**config.mk**
```make
export PLATFORM = sky130hd
export DESIGN_NAME = mul_error_stats_flat
export DESIGN_NICKNAME = d
export VERILOG_FILES = /design/src/rtl/mul_err_pkg.sv /design/src/rtl/mul_error_stats_if.sv /design/src/rtl/mul_err_calc.sv /design/src/rtl/mul_error_stats.sv /design/src/flat_wrapper.sv
export SDC_FILE = /design/constraint.sdc
export NUM_CORES = 1
export LEC_CHECK = 0
export BUFFER_PORTS_ARGS = -buffer_cell sky130_fd_sc_hd__buf_4
export CORE_AREA = 2 2 142 144
export CTS_CLUSTER_DIAMETER = 100
export DETAILED_ROUTE_END_ITERATION = 8
export DIE_AREA = 0 0 144 146
export GPL_ROUTABILITY_DRIVEN = 0
export PLACE_DENSITY = 0.79
export SETUP_SLACK_MARGIN = 0.02
export SLEW_MARGIN = 10
export SYNTH_ARGS = -nofsm -noshare
export SYNTH_HDL_FRONTEND = slang
export SYNTH_SLANG_ARGS = --single-unit
export TNS_END_PERCENT = 30
```
**constraint.sdc**
```tcl
create_clock -name clk -period 7.2 [get_ports clk]
set_clock_uncertainty 0.05 [all_clocks]
set_input_delay 0.36 -clock clk [delete_from_list [all_inputs] [get_ports clk]]
set_output_delay 0.36 -clock clk [all_outputs]
set_load 0.01 [all_outputs]
```
**src/rtl/mul_err_pkg.sv**
```systemverilog
// Shared parameters, accumulator width helper and FSM state type for the
// multiplier error-statistics block.
package mul_err_pkg;

    localparam int WIDTH_DEF = 8;
    localparam int CNT_W_DEF = 16;

    // ED accumulator width: N <= 2**cnt_w-1 samples of ED < 2**(2*width).
    function automatic int sum_w(input int width, input int cnt_w);
        return 2 * width + cnt_w;
    endfunction

    typedef enum logic [1:0] {
        IDLE,
        ACCUM,
        DRAIN,
        REPORT
    } mul_err_state_t;

endpackage

```
**src/rtl/mul_error_stats_if.sv**
```systemverilog
// Run control, sample stream and statistics report for mul_error_stats.
// slave = the statistics block, master = whoever drives samples and consumes stats.
interface mul_error_stats_if
    import mul_err_pkg::*;
#(
    parameter int WIDTH = WIDTH_DEF,
    parameter int CNT_W = CNT_W_DEF,
    parameter int SUM_W = sum_w(WIDTH, CNT_W)
) ();

    logic                      start;
    logic [CNT_W-1:0]          num_samples;
    logic                      busy;

    logic                      in_valid;
    logic                      in_ready;
    logic [WIDTH-1:0]          in_a;
    logic [WIDTH-1:0]          in_b;
    logic [2*WIDTH-1:0]        in_result;

    logic                      done_valid;
    logic                      done_ready;
    logic [CNT_W-1:0]          samples;
    logic [CNT_W-1:0]          err_count;
    logic [2*WIDTH-1:0]        max_ed;
    logic [SUM_W-1:0]          sum_ed;
    logic signed [SUM_W:0]     sum_bias;

    modport slave (
        input  start, num_samples, in_valid, in_a, in_b, in_result, done_ready,
        output busy, in_ready, done_valid, samples, err_count, max_ed, sum_ed, sum_bias
    );

    modport master (
        output start, num_samples, in_valid, in_a, in_b, in_result, done_ready,
        input  busy, in_ready, done_valid, samples, err_count, max_ed, sum_ed, sum_bias
    );

endinterface

```
**src/rtl/mul_err_calc.sv**
```systemverilog
// Stage-2 register: exact product, error distance, mismatch flag and, with
// MUL_ERR_BIAS_EN defined, the signed difference result - a*b.
module mul_err_calc
    import mul_err_pkg::*;
#(
    parameter int WIDTH = WIDTH_DEF
) (
    input  logic                    clk,
    input  logic                    reset,
    input  logic                    s1_valid,
    input  logic [WIDTH-1:0]        s1_a,
    input  logic [WIDTH-1:0]        s1_b,
    input  logic [2*WIDTH-1:0]      s1_result,
    output logic                    s2_valid,
    output logic [2*WIDTH-1:0]      s2_ed,
    output logic                    s2_mismatch
`ifdef MUL_ERR_BIAS_EN
    ,
    output logic signed [2*WIDTH:0] s2_diff
`endif
);

    logic [2*WIDTH-1:0] exact;
    logic [2*WIDTH:0]   diff;
    logic [2*WIDTH-1:0] ed;

    assign exact = (2*WIDTH)'(s1_a) * (2*WIDTH)'(s1_b);
    // One extra bit keeps the borrow, so the sign of result - exact is diff's MSB.
    assign diff  = {1'b0, s1_result} - {1'b0, exact};
    assign ed    = diff[2*WIDTH] ? (2*WIDTH)'(-diff) : diff[2*WIDTH-1:0];

    always_ff @(posedge clk) begin
        if (reset) begin
            s2_valid    <= 1'b0;
            s2_ed       <= '0;
            s2_mismatch <= 1'b0;
        end else begin
            s2_valid    <= s1_valid;
            s2_ed       <= ed;
            s2_mismatch <= (diff != '0);
        end
    end

`ifdef MUL_ERR_BIAS_EN
    always_ff @(posedge clk) begin
        if (reset) begin
            s2_diff <= '0;
        end else begin
            s2_diff <= $signed(diff);
        end
    end
`endif

endmodule

```
**src/rtl/mul_error_stats.sv**
```systemverilog
// Error statistics (error count, max/sum ED, optional signed bias) for a run of
// multiplier samples. Bias accumulation is built only with MUL_ERR_BIAS_EN defined.
//
//  state  | meaning
//  IDLE   | waiting for start; stats from the last run held
//  ACCUM  | accepting samples until num_samples have been taken
//  DRAIN  | all samples accepted; letting the two pipeline stages empty
//  REPORT | done_valid high, stats frozen until done_ready
module mul_error_stats
    import mul_err_pkg::*;
#(
    parameter int WIDTH = WIDTH_DEF,
    parameter int CNT_W = CNT_W_DEF,
    parameter int SUM_W = sum_w(WIDTH, CNT_W)
) (
    input  logic              clk,
    input  logic              reset,
    mul_error_stats_if.slave  bus
);

    mul_err_state_t       state;
    logic [CNT_W-1:0]     remaining;
    logic                 accept;

    logic                 s1_valid;
    logic [WIDTH-1:0]     s1_a;
    logic [WIDTH-1:0]     s1_b;
    logic [2*WIDTH-1:0]   s1_result;

    logic                 s2_valid;
    logic [2*WIDTH-1:0]   s2_ed;
    logic                 s2_mismatch;

    logic                 done_valid;
    logic [CNT_W-1:0]     acc_samples;
    logic [CNT_W-1:0]     acc_err;
    logic [2*WIDTH-1:0]   acc_max;
    logic [SUM_W-1:0]     acc_sum;

    assign bus.in_ready = (state == ACCUM);
    assign bus.busy     = (state != IDLE);
    assign accept       = bus.in_valid && (state == ACCUM);

    assign bus.done_valid = done_valid;
    assign bus.samples    = acc_samples;
    assign bus.err_count  = acc_err;
    assign bus.max_ed     = acc_max;
    assign bus.sum_ed     = acc_sum;

`ifdef MUL_ERR_BIAS_EN
    logic signed [2*WIDTH:0] s2_diff;
    logic signed [SUM_W:0]   acc_bias;
`endif

    mul_err_calc #(
        .WIDTH(WIDTH)
    ) u_calc (
        .clk         (clk),
        .reset       (reset),
        .s1_valid    (s1_valid),
        .s1_a        (s1_a),
        .s1_b        (s1_b),
        .s1_result   (s1_result),
        .s2_valid    (s2_valid),
        .s2_ed       (s2_ed),
        .s2_mismatch (s2_mismatch)
`ifdef MUL_ERR_BIAS_EN
        ,
        .s2_diff     (s2_diff)
`endif
    );

    always_ff @(posedge clk) begin
        if (reset) begin
            state       <= IDLE;
            remaining   <= '0;
            s1_valid    <= 1'b0;
            s1_a        <= '0;
            s1_b        <= '0;
            s1_result   <= '0;
            done_valid  <= 1'b0;
            acc_samples <= '0;
            acc_err     <= '0;
            acc_max     <= '0;
            acc_sum     <= '0;
        end else begin
            s1_valid <= accept;
            if (accept) begin
                s1_a      <= bus.in_a;
                s1_b      <= bus.in_b;
                s1_result <= bus.in_result;
            end

            case (state)
                IDLE: begin
                    if (bus.start) begin
                        acc_samples <= '0;
                        acc_err     <= '0;
                        acc_max     <= '0;
                        acc_sum     <= '0;
                        remaining   <= bus.num_samples;
                        if (bus.num_samples == '0) begin
                            state      <= REPORT;
                            done_valid <= 1'b1;
                        end else begin
                            state <= ACCUM;
                        end
                    end
                end
                ACCUM: begin
                    if (accept) begin
                        remaining <= remaining - CNT_W'(1);
                        if (remaining == CNT_W'(1)) begin
                            state <= DRAIN;
                        end
                    end
                end
                DRAIN: begin
                    if (!s1_valid && !s2_valid) begin
                        state      <= REPORT;
                        done_valid <= 1'b1;
                    end
                end
                REPORT: begin
                    if (bus.done_ready) begin
                        state      <= IDLE;
                        done_valid <= 1'b0;
                    end
                end
                default: state <= IDLE;
            endcase

            // Stage 2 only holds data in ACCUM/DRAIN, so this never collides with the IDLE clear.
            if (s2_valid) begin
                acc_samples <= acc_samples + CNT_W'(1);
                acc_err     <= acc_err + CNT_W'(s2_mismatch);
                acc_sum     <= acc_sum + SUM_W'(s2_ed);
                if (s2_ed > acc_max) begin
                    acc_max <= s2_ed;
                end
            end
        end
    end

`ifdef MUL_ERR_BIAS_EN
    always_ff @(posedge clk) begin
        if (reset) begin
            acc_bias <= '0;
        end else if (state == IDLE && bus.start) begin
            acc_bias <= '0;
        end else if (s2_valid) begin
            acc_bias <= acc_bias + (SUM_W+1)'(s2_diff);
        end
    end

    assign bus.sum_bias = acc_bias;
`else
    assign bus.sum_bias = '0;
`endif

endmodule

```
**src/flat_wrapper.sv**
```systemverilog
// flat-port wrapper written by rule: the top's interface ports become plain ports
module mul_error_stats_flat import mul_err_pkg::*;
#(
    parameter int WIDTH = WIDTH_DEF,
    parameter int CNT_W = CNT_W_DEF,
    parameter int SUM_W = sum_w(WIDTH, CNT_W)
)
  (clk, reset, bus_start, bus_num_samples, bus_in_valid, bus_in_a, bus_in_b, bus_in_result, bus_done_ready, bus_busy, bus_in_ready, bus_done_valid, bus_samples, bus_err_count, bus_max_ed, bus_sum_ed, bus_sum_bias);
  mul_error_stats_if #(.WIDTH(WIDTH), .CNT_W(CNT_W), .SUM_W(SUM_W)) bus_i ();
  input  logic clk;
  input  logic reset;
  input wire logic [$bits(bus_i.start)-1:0] bus_start;
  input wire logic [$bits(bus_i.num_samples)-1:0] bus_num_samples;
  input wire logic [$bits(bus_i.in_valid)-1:0] bus_in_valid;
  input wire logic [$bits(bus_i.in_a)-1:0] bus_in_a;
  input wire logic [$bits(bus_i.in_b)-1:0] bus_in_b;
  input wire logic [$bits(bus_i.in_result)-1:0] bus_in_result;
  input wire logic [$bits(bus_i.done_ready)-1:0] bus_done_ready;
  output wire logic [$bits(bus_i.busy)-1:0] bus_busy;
  output wire logic [$bits(bus_i.in_ready)-1:0] bus_in_ready;
  output wire logic [$bits(bus_i.done_valid)-1:0] bus_done_valid;
  output wire logic [$bits(bus_i.samples)-1:0] bus_samples;
  output wire logic [$bits(bus_i.err_count)-1:0] bus_err_count;
  output wire logic [$bits(bus_i.max_ed)-1:0] bus_max_ed;
  output wire logic [$bits(bus_i.sum_ed)-1:0] bus_sum_ed;
  output wire logic [$bits(bus_i.sum_bias)-1:0] bus_sum_bias;
  assign bus_i.start = bus_start;
  assign bus_i.num_samples = bus_num_samples;
  assign bus_i.in_valid = bus_in_valid;
  assign bus_i.in_a = bus_in_a;
  assign bus_i.in_b = bus_in_b;
  assign bus_i.in_result = bus_in_result;
  assign bus_i.done_ready = bus_done_ready;
  assign bus_busy = bus_i.busy;
  assign bus_in_ready = bus_i.in_ready;
  assign bus_done_valid = bus_i.done_valid;
  assign bus_samples = bus_i.samples;
  assign bus_err_count = bus_i.err_count;
  assign bus_max_ed = bus_i.max_ed;
  assign bus_sum_ed = bus_i.sum_ed;
  assign bus_sum_bias = bus_i.sum_bias;
  mul_error_stats #(.WIDTH(WIDTH), .CNT_W(CNT_W), .SUM_W(SUM_W)) u_core (.clk(clk), .reset(reset), .bus(bus_i));
endmodule
```
==> metrics.txt <==
Total Power=between 3000 and 4000 uW; WS Path Type=reg -> reg; Post-synth EDFFs=0; Residual DRC=0; crit path DAT=approximately 6 ns; Fin. Hold Viols=0; Antenna Cells=0; ys flop type=dfxtp_1; Reg-to-Reg End=u_core.u_calc.s2_ed[6]$_SDFF_PP0_; die width=144 um; Die H=between 100 and 150 um; worst vdd ir=~190 uV; largest net degree at the start of global routing=71; gr ovfl total=0; CP max-delay cell=or4b_2; FF+latch count, synth=150; setup tns final=0 ns; Pleak=about 0.0056 uW; post-route minimum period=about 5.7 ns; Worst-Margin Slew=1.07 ns; CTS buffer count=17; area growth from synthesis to layout=13.9%; core area=0.0193 mm^2; Via Count=9702; Port Buffers=roughly 140; worst-skew pair later-pin latency=around 0.42 ns; r2r setup slk=roughly 1.5 ns; dpl cells=around 1700; fraction of layout cells with a size suffix above 1=0.131; Final Max Tran Viols=0; first-pass GRT wire length=roughly 42000 um; slew margin rel.=0.285; Fmax achieved=between 0.15 and 0.2 GHz; cts hold-fix bufs=0; worst reg2reg path depth=17; I/O Pins=169; GRT Total Usage=0.241; clk sinks=150; CTS Root Cell=clkbuf_16; antenna violations before repair=0; register area share after synthesis=0.273; Clk pin slew, worst setup/hold paths=0.06 ns; Bufs on Longest Clock Path=2; Reg-to-Reg Start=u_core.s1_a[3]$_SDFFE_PP0P_; crit share post-route=0.792; 1st-iter DRT viols=just under 500; pwr dens=roughly 300 mW/mm^2; drt wl/cell=14.4 um; final worst slack=approximately 1.5 ns; die area=0.0210 mm^2; max-cap violation count=0; fill count=roughly 1700; RSZ-0062 raised after global routing=false; # nets final=around 1700; Max H-tree Level=4; WP buf/inv=3; Hold Crit Depth=3; # rows=between 50 and 60; non-filler cells, final=between 1500 and 2000; Critical Path RT=about 7.5 ns; worst hold path class=in -> reg; FFs w/ async S/R, synth=0; Starting Density=0.569; Worst Hold Launch=bus_in_result[5]; Gate Count Post-Synth=~1400; Vias per Instance=between 5 and 6; Largest stage delay, worst path=between 0.7 and 0.8 ns; post-CTS setup buffer count=0; post-route ant nets=0; via count of the first global-routing pass=around 8900; Avg Inst Size Synth=7.92 um^2; CP startpoint kind=register; CP max FO=21; Final setup violation count=0; worst path cell trace=and2_1 > fa_1 > inv_1 > fa_1 > fa_1 > inv_1 > fa_1 > inv_1 > ha_1 > a21oi_1 > o21ai_0 > nor3_1 > a211oi_2 > o211ai_1 > nand3_1 > or4b_2 > nand2_1; Critical Path Sink Type=register; Synthesis Warnings=0; final wirelength=about 25000 um; TritonCTS clock tree=yes; Yosys cell types=67; status=complete, no violations; crit-path leading delay family=adder cells; Hold Path Sink=u_core.s1_result[5]$_SDFFE_PP0P_; Setup WS pre-CTS=about 1.5 ns; CP most frequent cell=fa_1; cell area after synthesis=roughly 0.011 mm^2; DP HPWL=around 19000 um; post_cts resized=0; number of iterations in the first detailed-routing pass=7
sequential cells by signal, summed over array words and instances, names as in the netlist:
register,cells
u_core.s1_valid,1
u_core.bus.done_valid,1
u_core.u_calc.s2_valid,1
u_core.bus.samples,16
u_core.s1_result,16
u_core.remaining,16
u_core.bus.sum_ed,32
u_core.s1_b,8
u_core.state,2
u_core.bus.max_ed,16
u_core.u_calc.s2_mismatch,1
u_core.bus.err_count,16
u_core.s1_a,8
u_core.u_calc.s2_ed,16
cells in the mapped netlist, types with 4 or more instances:
master	instances	area [um^2]
o31a_1	5	43.8
and2_1	39	244
and4_1	4	35.0
fa_1	52	1040
a211oi_1	18	135
o31ai_1	4	30.0
mux2_2	5	56.3
nand3b_1	7	52.6
xor2_1	17	149
o211ai_1	13	97.6
a21o_1	16	120
a21oi_1	128	641
o22ai_1	6	37.5
buf_2	4	20.0
a21boi_0	4	30.0
a22o_1	4	35.0
nor2_1	116	435
nand3_1	44	220
a22oi_1	7	52.6
dfxtp_1	150	3000
buf_4	33	248
mux2i_1	20	200
xnor2_1	15	131
clkbuf_1	52	195
or4_1	7	52.6
o21ai_0	47	235
ha_1	83	1040
buf_1	7	26.3
a31oi_1	7	43.8
o21bai_1	5	37.5
nor3_1	18	90.1
nand2b_1	12	75.1
nand2_1	159	597
nor2b_1	6	37.5
inv_1	139	522
o21a_1	15	113
or3_1	22	138
and3_1	21	131
nor4_1	13	81.3
nand4_1	17	106
or2_2	9	56.3
worst register-to-register path: cells and delay by family (launching register included):
kind                       cells  cell delay (ns)
and+or+nand+nor                5             1.84
adders and majority gates      5             2.45
DFF                            1             0.40
buffers and inverters          3             0.14
AOI/OAI and AO/OA              4             0.75
power breakdown:
group / switching, uW / internal, uW / total (uW) / leakage (uW)
combinational: 1110 / 749 / 1860 / 0.00411
clock: 364 / 453 / 818 / 0.000257
sequential: 120 / 943 / 1060 / 0.00122
per-stage QoR:
| step | util | hold slack, ns | cell area, um^2 |
|---|---|---|---|
| CTS | 0.648 | 0.122 | 12500 |
| global route | 0.648 | 0.128 | 12500 |
| detailed placement | 0.620 | 0.401 | 12000 |
| global placement | 0.620 | 0.394 | 12000 |
| finish | 0.648 | 0.131 | 12500 |
| floorplan | - | 0.382 | 11100 |
worst max path at each step:
stage                                     start                                   end  slack (ns)  cells after the start
floorplan           u_core.s1_b[4]$_SDFFE_PP0P_  u_core.u_calc.s2_mismatch$_SDFF_PP0_        1.96                     19
global placement    u_core.s1_a[3]$_SDFFE_PP0P_     u_core.u_calc.s2_ed[6]$_SDFF_PP0_        1.65                     17
detailed placement  u_core.s1_a[3]$_SDFFE_PP0P_     u_core.u_calc.s2_ed[6]$_SDFF_PP0_        1.51                     17
CTS                 u_core.s1_a[3]$_SDFFE_PP0P_     u_core.u_calc.s2_ed[6]$_SDFF_PP0_        1.50                     17
global route        u_core.s1_a[2]$_SDFFE_PP0P_     u_core.u_calc.s2_ed[6]$_SDFF_PP0_        1.05                     16
finish              u_core.s1_a[3]$_SDFFE_PP0P_     u_core.u_calc.s2_ed[6]$_SDFF_PP0_        1.49                     17
cell type report:
type,instances,area (um^2),share of cell area
multi-input cells,1034,7090,0.566
flip-flops and latches,150,3000,0.240
repair buffers,138,1040,0.0827
inverters,139,522,0.0417
clock buffers,19,443,0.0354
well taps,265,332,0.0265
clock inverters,12,97.6,0.00779
cell usage in the layout, fill, tap and decap left out, types with 39 or more instances in the layout:
master   count
o21ai_0     47
nand2_1    159
ha_1        83
nor2_1     116
inv_1      139
and2_1      39
fa_1        52
a21oi_1    128
dfxtp_1    150
nand3_1     44
buf_4      138
logic make-up after synthesis:
family,share of synthesized area
buffers and inverters,0.0930
other,0.000341
muxes,0.0233
AOI/OAI and AO/OA,0.173
adders and majority gates,0.189
DFF,0.273
and+or+nand+nor,0.222
xor gates and xnor gates,0.0255
layer usage:
metal	GRT usage	part of all wire	routed length (um)	vias to the layer above
met5	0	0	0	-
met1	0.319	0.45	11300	4518
met3	0.0309	0.045	1130	44
met4	0.0902	0.026	654	0
met2	0.403	0.48	12200	290
li1	-	-	-	4850
Power figures use the tool's default switching activity.
